[config.mk]
export PLATFORM = sky130hd
export DESIGN_NAME = stopwatch_controller
export DESIGN_NICKNAME = d
export VERILOG_FILES = /design/src/rtl/stopwatch_pkg.sv /design/src/rtl/button_debouncer.sv /design/src/rtl/stopwatch_controller.sv
export SDC_FILE = /design/constraint.sdc
export NUM_CORES = 1
export LEC_CHECK = 0
export BUFFER_PORTS_ARGS = -buffer_cell sky130_fd_sc_hd__buf_2
export CAP_MARGIN = 20
export CORE_MARGIN = 8
export CORE_UTILIZATION = 35
export DETAILED_ROUTE_END_ITERATION = 12
export MAX_ROUTING_LAYER = met4
export SLEW_MARGIN = 30
export SYNTH_ARGS = -nofsm -noshare
export SYNTH_HDL_FRONTEND = slang
export SYNTH_SLANG_ARGS = --single-unit
[constraint.sdc]
create_clock -name clock -period 2.15 [get_ports clock]
set_input_delay 0 -clock clock [delete_from_list [all_inputs] [get_ports clock]]
set_output_delay 0 -clock clock [all_outputs]
set_load 0.01 [all_outputs]
[src/rtl/stopwatch_pkg.sv]
// Shared definitions for the stopwatch control plane: FSM encoding,
// debounce counter sizing and the Moore output decode.
package stopwatch_pkg;

    localparam int STATE_W        = 2;
    localparam int DEBOUNCE_CNT_W = 8;
    localparam int DEFAULT_DEBOUNCE_MS = 20;

    // Encoding is visible on the state port (debug LEDs), so values are fixed.
    typedef enum logic [STATE_W-1:0] {
        IDLE  = 2'd0,
        RUN   = 2'd1,
        PAUSE = 2'd2,
        LAP   = 2'd3
    } state_t;

    // Counter runs in RUN and LAP; LAP only freezes the display.
    function automatic logic state_enable(input state_t s);
        return (s == RUN) || (s == LAP);
    endfunction

    function automatic logic state_freeze(input state_t s);
        return (s == LAP);
    endfunction

endpackage

[src/rtl/button_debouncer.sv]
// One pushbutton: 2-flop synchroniser, tick-based debounce counter and a
// registered single-cycle pulse on the accepted rising edge.
module button_debouncer
    import stopwatch_pkg::*;
#(
    parameter int unsigned DEBOUNCE_MS = DEFAULT_DEBOUNCE_MS
) (
    input  logic clock,
    input  logic reset,
    input  logic tick,
    input  logic btn_raw,
    output logic press
);

    localparam int CW = DEBOUNCE_CNT_W;
    localparam logic [CW:0] TARGET = (CW+1)'(DEBOUNCE_MS);

    logic [1:0]    sync_q;
    logic          stable_q;
    logic [CW-1:0] cnt_q;
    logic [CW:0]   cnt_inc;
    logic          differs;
    logic          accept;

    assign differs = (sync_q[1] != stable_q);
    assign cnt_inc = {1'b0, cnt_q} + (CW+1)'(1);
    // New level has been held for DEBOUNCE_MS ticks: this tick completes it.
    assign accept  = differs && tick && (cnt_inc == TARGET);

    // Bring the raw asynchronous button into the clock domain.
    always_ff @(posedge clock or posedge reset) begin
        if (reset) sync_q <= '0;
        else       sync_q <= {sync_q[0], btn_raw};
    end

    // Count ticks while the synced level disagrees with the stable level;
    // any return to the stable level restarts the count.
    always_ff @(posedge clock or posedge reset) begin
        if (reset) begin
            cnt_q    <= '0;
            stable_q <= 1'b0;
        end else if (!differs) begin
            cnt_q <= '0;
        end else if (tick) begin
            if (accept) begin
                stable_q <= sync_q[1];
                cnt_q    <= '0;
            end else begin
                cnt_q <= cnt_inc[CW-1:0];
            end
        end
    end

    // Pulse only when the stable level goes 0->1; releases are silent.
    always_ff @(posedge clock or posedge reset) begin
        if (reset) press <= 1'b0;
        else       press <= accept && sync_q[1];
    end

endmodule

[src/rtl/stopwatch_controller.sv]
// Stopwatch sequencer: debounces start/stop, lap and clear, then runs a
// Moore FSM driving counter enable, clear pulse, display freeze and lap count.
module stopwatch_controller
    import stopwatch_pkg::*;
#(
    parameter int unsigned DEBOUNCE_MS = DEFAULT_DEBOUNCE_MS,
    parameter int unsigned LAP_W       = 4
) (
    input  logic               clock,
    input  logic               reset,
    input  logic               tick_1ms,
    input  logic               btn_start_stop,
    input  logic               btn_lap,
    input  logic               btn_clear,
    output logic               count_enable,
    output logic               count_clear,
    output logic               display_freeze,
    output logic [STATE_W-1:0] state,
    output logic [LAP_W-1:0]   lap_count
);

    localparam int NUM_BTN = 3;
    localparam int B_START = 0;
    localparam int B_LAP   = 1;
    localparam int B_CLEAR = 2;

    logic [NUM_BTN-1:0] btn_raw;
    logic [NUM_BTN-1:0] press;
    logic               start_p, lap_p, clear_p;

    state_t state_q, state_d;
    logic   clear_hit;
    logic   lap_hit;

    assign btn_raw[B_START] = btn_start_stop;
    assign btn_raw[B_LAP]   = btn_lap;
    assign btn_raw[B_CLEAR] = btn_clear;

    for (genvar i = 0; i < NUM_BTN; i++) begin : g_btn
        button_debouncer #(
            .DEBOUNCE_MS(DEBOUNCE_MS)
        ) u_deb (
            .clock  (clock),
            .reset  (reset),
            .tick   (tick_1ms),
            .btn_raw(btn_raw[i]),
            .press  (press[i])
        );
    end

    assign start_p = press[B_START];
    assign lap_p   = press[B_LAP];
    assign clear_p = press[B_CLEAR];

    // Next state from press pulses; the if/else order encodes the
    // per-state priority when pulses coincide.
    always_comb begin
        state_d   = state_q;
        clear_hit = 1'b0;
        lap_hit   = 1'b0;
        case (state_q)
            IDLE: begin
                if (start_p)      state_d = RUN;
                else if (clear_p) clear_hit = 1'b1;
            end
            RUN: begin
                if (start_p) begin
                    state_d = PAUSE;
                end else if (lap_p) begin
                    state_d = LAP;
                    lap_hit = 1'b1;
                end
            end
            LAP: begin
                if (start_p)    state_d = PAUSE;
                else if (lap_p) state_d = RUN;
            end
            PAUSE: begin
                if (clear_p) begin
                    state_d   = IDLE;
                    clear_hit = 1'b1;
                end else if (start_p) begin
                    state_d = RUN;
                end
            end
            default: state_d = IDLE;
        endcase
    end

    // State register.
    always_ff @(posedge clock or posedge reset) begin
        if (reset) state_q <= IDLE;
        else       state_q <= state_d;
    end

    // Outputs registered from the next state so they change on the same
    // edge as the state register; the clear pulse lines up with IDLE entry.
    always_ff @(posedge clock or posedge reset) begin
        if (reset) begin
            count_enable   <= 1'b0;
            display_freeze <= 1'b0;
            count_clear    <= 1'b0;
        end else begin
            count_enable   <= state_enable(state_d);
            display_freeze <= state_freeze(state_d);
            count_clear    <= clear_hit;
        end
    end

    // Lap counter: saturating; cleared together with the counter.
    always_ff @(posedge clock or posedge reset) begin
        if (reset) begin
            lap_count <= '0;
        end else if (clear_hit) begin
            lap_count <= '0;
        end else if (lap_hit && (lap_count != {LAP_W{1'b1}})) begin
            lap_count <= lap_count + LAP_W'(1);
        end
    end

    assign state = state_q;

endmodule

## After elaboration in Yosys (flattened, before gate mapping)

Cells that the tools add are included.

| operators by class | value |
|---|---|
| $add $sub $neg | 4 |
| multipliers | 0 |
| divide/modulo/power cells | 0 |
| $lt $le $gt $ge | 0 |
| equality and inequality tests | 15 |
| shifts and indexed selects | 0 |
| multiplexer cells | 24 |
| bitwise operators | 0 |
| reductions and logical operators | 16 |

Operators by type and width:

| kind | count |
|---|---|
| two-way mux 8 bit | 9 |
| adder 8 x 1 -> 9 bit (second input constant) | 3 |
| equality test 9 x 5 -> 1 bit (second input constant) | 3 |
| two-way mux 2 bit | 6 |
| logical AND 1 bit | 10 |
| AND reduction 3 bit | 3 |
| two-way mux 4 bit | 2 |
| one-hot mux 2 bit (4 select lines) | 1 |
| equality test 2 bit (second input constant) | 3 |
| inequality test 2 bit (second input constant) | 3 |
| two-way mux 1 bit | 5 |
| adder 4 x 1 -> 4 bit (second input constant) | 1 |
| equality test 2 x 1 -> 1 bit (second input constant) | 2 |
| inequality test 4 bit (second input constant) | 1 |
| inequality test 1 bit | 3 |
| logical NOT 2 bit | 1 |
| one-hot mux 1 bit (2 select lines) | 1 |
| nonzero test 2 bit | 1 |
| logical OR 1 bit | 1 |

| word-level totals | value |
|---|---|
| register bits after elaboration | 45 |
| latch bits | 0 |
| memory bits (writable) | 0 |
| bits in read-only memories | 0 |
| output and inout bits | 9 |
| logic and storage cells | 76 |
| memories kept | 0 |

## Depth between registers and ports, before layout

| logic depth | value |
|---|---|
| word-level depth | 6 |
| depth in mapped cells | 5 |

## Cells and area by module

From an unflattened synthesis, not the netlist that was laid out.

| second synthesis, totals | value |
|---|---|
| cell total of the unflattened synthesis | 226 |
| area total of the unflattened synthesis | 2,389.8 sq um |

Modules (own cells, without submodules):

| module | times used | cells each | area each (sq um) |
|---|---|---|---|
| button_debouncer (g_btn[0].u_deb ...) | 2 | 62 | 649.4 |
| button_debouncer (g_btn[1].u_deb) | 1 | 60 | 638.1 |
| stopwatch_controller | 1 | 42 | 452.9 |

## Worst setup path before layout

OpenSTA, ideal clock, no wires.

| timing | value |
|---|---|
| path type | register to register |
| start point | register g_btn[0].u_deb.cnt_q[0] |
| end point | register g_btn[0].u_deb.stable_q |
| setup time | 0.125 ns |
| arrival time | 1.589 ns |
| required time | 2.025 ns |
| slack | 0.436 ns |
| stages on the path, launching flop included | 5 |
| buffers on the path | 0 |
| cell sequence | dfrtp_1 > ha_1 > nor4b_1 > nand4_1 > mux2_2 |

| between the ends | value |
|---|---|
| longest elaborated chain between the ends | 4 |

RTL lines:

| what | RTL line | source |
|---|---|---|
| start, declared | button_debouncer.sv:20 | `logic [CW-1:0] cnt_q;` |
| start signal, assigned | button_debouncer.sv:49 | `cnt_q <= cnt_inc[CW-1:0];` |
| adder 8 x 1 -> 9 bit | button_debouncer.sv:26 | `assign cnt_inc = {1'b0, cnt_q} + (CW+1)'(1);` |
| equality test 9 x 5 -> 1 bit | button_debouncer.sv:28 | `assign accept = differs && tick && (cnt_inc == TARGET);` |
| logical AND 1 bit | button_debouncer.sv:28 |  |
| AND reduction 3 bit (no line) | - |  |
| end signal, assigned | button_debouncer.sv:46 | `stable_q <= sync_q[1];` |
| end, declared | button_debouncer.sv:19 | `logic stable_q;` |

No other way between the ends.
A chain may end at the register's enable or synchronous reset.

## Worst setup path after layout

| timing | value |
|---|---|
| start point | register g_btn[1].u_deb.cnt_q[2] |
| end point | register g_btn[1].u_deb.stable_q |

| between the ends | value |
|---|---|
| longest elaborated chain between the ends | 4 |

RTL lines:

| what | RTL line |
|---|---|
| start, declared | button_debouncer.sv:20 |
| start signal, assigned | button_debouncer.sv:49 |
| adder 8 x 1 -> 9 bit | button_debouncer.sv:26 |
| equality test 9 x 5 -> 1 bit | button_debouncer.sv:28 |
| logical AND 1 bit | button_debouncer.sv:28 |
| AND reduction 3 bit (no line) | - |
| end signal, assigned | button_debouncer.sv:46 |
| end, declared | button_debouncer.sv:19 |

No other way between the ends.

==> results.yml <==
sta:
  maxSlewViolCount: 0
  final.min_clock_period_ps: 1754
  hold_violations: 0
  tightestPinTransition_ps: 768.8
  max_slew_margin: 0.4838
  finalHoldWorstSlack_ps: 165.9
  fin_tns_setup_ps: 0
  fmax_mhz: 570.0
  setup_repair_after_global_routing_missed_its_margin: "false"
  timing.final.crit_share: 0.8160
  worst_path_setup_slack_after_routing_ps: 395.7
  timing.final.setup_violations: 0
  clock-skew-final_ps: 5.139
pwr:
  p_leak_nw: 1.020
  worst_supply_voltage_drop_on_vdd_mv: 0.2801
  power.density_cell_area_mw_per_mm2: 588.6
route:
  drc: 0
  wl_met3_um: 211
  ant_nets: 0
  wl_met1_mm: 1.987
  met2_length_mm: 1.652
  detailedRoute.firstIterationViolations: 165
  top_signal_layer_used: "met4"
  detail_route.wirelength_mm: 3.890
  routed_wire_length_per_instance_um: 12.88
  drt_pre_antenna_iters: 5
  vias: 1587
  vias_per_cell: 5.255
worst_setup_path:
  crit-reg2reg-launch: "g_btn[1].u_deb.cnt_q[2]$_DFFE_PP0P_"
  timing.rr.end: "g_btn[1].u_deb.stable_q$_DFFE_PP0P_"
  arrival_time_of_data_at_the_critical_path_endpoint_ps: 1930
  critical_path.cell_chain: "or3_4 > or4_4 > mux2_4"
  critical_path.slowest_cell: "sky130_fd_sc_hd__or4_4"
  critical_path.top_delay_family: "simple AND/OR/NAND/NOR gates"
  setup.reg_to_reg.worst_slack_ps: 400
  cpPeakStageDelay_ps: 500
  cp.buffers_inverters: 0
  critPathCaptureType: "flop"
  worst-endpoint-required_ps: 2330
  critical_path.max_fanout: 6
  worst-setup-path-type: "reg2reg"
  worst-r2r-cell-count: 3
  timing.critical_path.from_type: "flop"
clock_tree:
  cts_htree_levels: 2
  post-cts-setup-buffers: 0
  clk_transition_reported_paths_ps: 80
  cts.sinks: 44
  ctsRootBufferMaster: "sky130_fd_sc_hd__clkbuf_8"
  tritoncts_clock_tree: "done"
  clock_insertion_delay_worst_skew_ps: 290
  ctsLongestPathBuffers: 2
  cts_made_buffers: 5
yosys:
  synth_enable_flop_cells: 0
  netlist_instances: 202
  ys_dominant_reg_cell: "sky130_fd_sc_hd__dfrtp_1"
  syn-mean-instance-area_um2: 10.38
  yosysWarningCount: 0
  synth-async-reset-ratio: 1.000
  synth_nets: 212
  postSynthRegisterBits: 44
  seq_area_frac_synth: 0.5251
  synth.lib_cells_used.distinct: 42
  syn_area_mm2: 0.002097
cells_and_area:
  synthToLayoutAreaGrowth_pct: 13.96
  nets: 237
  diode_insertion_count_for_antenna_repair: 0
  nFillCells: 552
  final_layout_size_suffix_gt1_frac: 0.1586
global_routing:
  antenna_found_initial: 0
  grt_pass1_vias: 1483
  maximum_number_of_pins_on_one_net_before_global_route_repair: 23
  grt.total_usage: 0.09986
  grt.overflow.total: 0
  grt_first_pass_wirelength_mm: 6.865
floorplanning:
  core_area_mm2: 0.005851
  die-height_um: 93.41
  floorplan.initialDensity: 0.3584
  die_width_um: 93.41
  design.portCount: 15
  floorplan.rows: 28
  die-area_mm2: 0.008724
placement:
  finalWeightedCongestion: 0.7947
  dp_slack_ps: 406.8
  hpwlAfterDp_mm: 2.738
  place.port_buffers: 14
hold_path:
  worst_hold_startpoint: "tick_1ms"
  hold_path_depth: 3
  min_to: "g_btn[1].u_deb.cnt_q[1]$_DFFE_PP0P_"
  hold_path.class: "in2reg"
run_status:
  status: "finished clean"
flow_run:
  max_cap_violations: 0
[layer usage]
metal,GRT usage,up-vias
met1,0.1299,759
li1,-,794
met2,0.1375,27
met5,-,-
met4,0.04295,0
met3,0.03285,7
[stage by stage]
stage                     area [um^2]  power, mW  std cells  utilization
after CTS                        2390      1.438        302       0.4085
final                            2390      1.407        302       0.4085
after global placement           2272     0.9425        291       0.3884
after global routing             2390      1.487        302       0.4085
after detailed placement         2272     0.9434        291       0.3884
after floorplan                  2097     0.9177        202            -
[power breakdown]
group	internal, mW	switching [mW]
sequential	0.841	0.0137
clock	0.221	0.255
combinational	0.0293	0.0468
[state kept, by name (all words and copies together), names as in the netlist]
register,flops
display_freeze,1
count_clear,1
state,1
g_btn.u_deb.stable_q,3
g_btn.u_deb.sync_q,6
g_btn.u_deb.cnt_q,24
lap_count,4
g_btn.u_deb.press,3
count_enable,1
[worst max path at each step]
| stage | from | to | slack (ps) | cells past startpoint |
|---|---|---|---|---|
| 5_1_grt | g_btn[0].u_deb.cnt_q[0]$_DFFE_PP0P_ | g_btn[0].u_deb.stable_q$_DFFE_PP0P_ | 340 | 5 |
| 3_5_place_dp | g_btn[1].u_deb.cnt_q[2]$_DFFE_PP0P_ | g_btn[1].u_deb.stable_q$_DFFE_PP0P_ | 410 | 3 |
| 2_1_floorplan | g_btn[0].u_deb.cnt_q[0]$_DFFE_PP0P_ | g_btn[0].u_deb.stable_q$_DFFE_PP0P_ | 440 | 4 |
| 4_1_cts | g_btn[1].u_deb.cnt_q[2]$_DFFE_PP0P_ | g_btn[1].u_deb.stable_q$_DFFE_PP0P_ | 390 | 3 |
| 3_3_place_gp | g_btn[1].u_deb.cnt_q[2]$_DFFE_PP0P_ | g_btn[1].u_deb.stable_q$_DFFE_PP0P_ | 430 | 3 |
| 6_report | g_btn[1].u_deb.cnt_q[2]$_DFFE_PP0P_ | g_btn[1].u_deb.stable_q$_DFFE_PP0P_ | 400 | 3 |
[layout by cell type (no fill, tap or decap), types with 5 or more instances in the layout]
cell / Yosys / final
sky130_fd_sc_hd__clkbuf_8: 0 / 5
sky130_fd_sc_hd__nor2_1: 7 / 7
sky130_fd_sc_hd__o21ai_0: 12 / 12
sky130_fd_sc_hd__nand2_1: 23 / 23
sky130_fd_sc_hd__or3_1: 8 / 8
sky130_fd_sc_hd__buf_2: 0 / 14
sky130_fd_sc_hd__a21oi_1: 19 / 19
sky130_fd_sc_hd__nand3_1: 10 / 10
sky130_fd_sc_hd__nand4_1: 8 / 8
sky130_fd_sc_hd__dfrtp_1: 44 / 44
[cells in the mapped netlist, types with 3 or more instances]
cell type,number,area share
sky130_fd_sc_hd__a21oi_1,19,0.045
sky130_fd_sc_hd__a311o_1,4,0.019
sky130_fd_sc_hd__and3_1,3,0.0090
sky130_fd_sc_hd__dfrtp_1,44,0.53
sky130_fd_sc_hd__ha_1,4,0.024
sky130_fd_sc_hd__inv_1,5,0.0090
sky130_fd_sc_hd__mux2_2,4,0.021
sky130_fd_sc_hd__nand2_1,23,0.041
sky130_fd_sc_hd__nand2b_1,3,0.0090
sky130_fd_sc_hd__nand3_1,10,0.024
sky130_fd_sc_hd__nand4_1,8,0.024
sky130_fd_sc_hd__nor2_1,7,0.013
sky130_fd_sc_hd__nor2b_1,3,0.0090
sky130_fd_sc_hd__nor3_1,3,0.0072
sky130_fd_sc_hd__nor3b_1,3,0.011
sky130_fd_sc_hd__o21ai_0,12,0.029
sky130_fd_sc_hd__or3_1,8,0.024
sky130_fd_sc_hd__xnor2_1,3,0.013
sky130_fd_sc_hd__xor2_1,4,0.017
[cell type report]
class	instances	area (um^2)	area share
clock inverter	1	5.005	0.002094
inverter	5	18.77	0.007853
tap	75	93.84	0.03927
sequential	44	1101	0.4607
timing repair buffer	22	140.1	0.05864
clock buffer	6	72.57	0.03037
multi-input combinational	149	958.4	0.4010
[cell families after synthesis]
kind of cell | after synthesis | synth area share
compound gates | 46 | 0.1378
flops | 44 | 0.5251
simple gates | 85 | 0.2279
mux | 7 | 0.03818
buf+inv | 9 | 0.01790
xor+xnor | 7 | 0.02924
fa+ha+maj | 4 | 0.02387
[worst min-delay path: stages]
cell and delay (ps):
sky130_fd_sc_hd__buf_2 220, sky130_fd_sc_hd__nand3_1 120, sky130_fd_sc_hd__o32ai_1 70
[timing repair]
| item | in CTS | in global routing |
|---|---|---|
| hold endpoints to repair | 16 | 0 |
| hold buffers | 4 | 0 |
| gates resized for setup | 0 | 0 |
(Power assumes the default switching activity.)
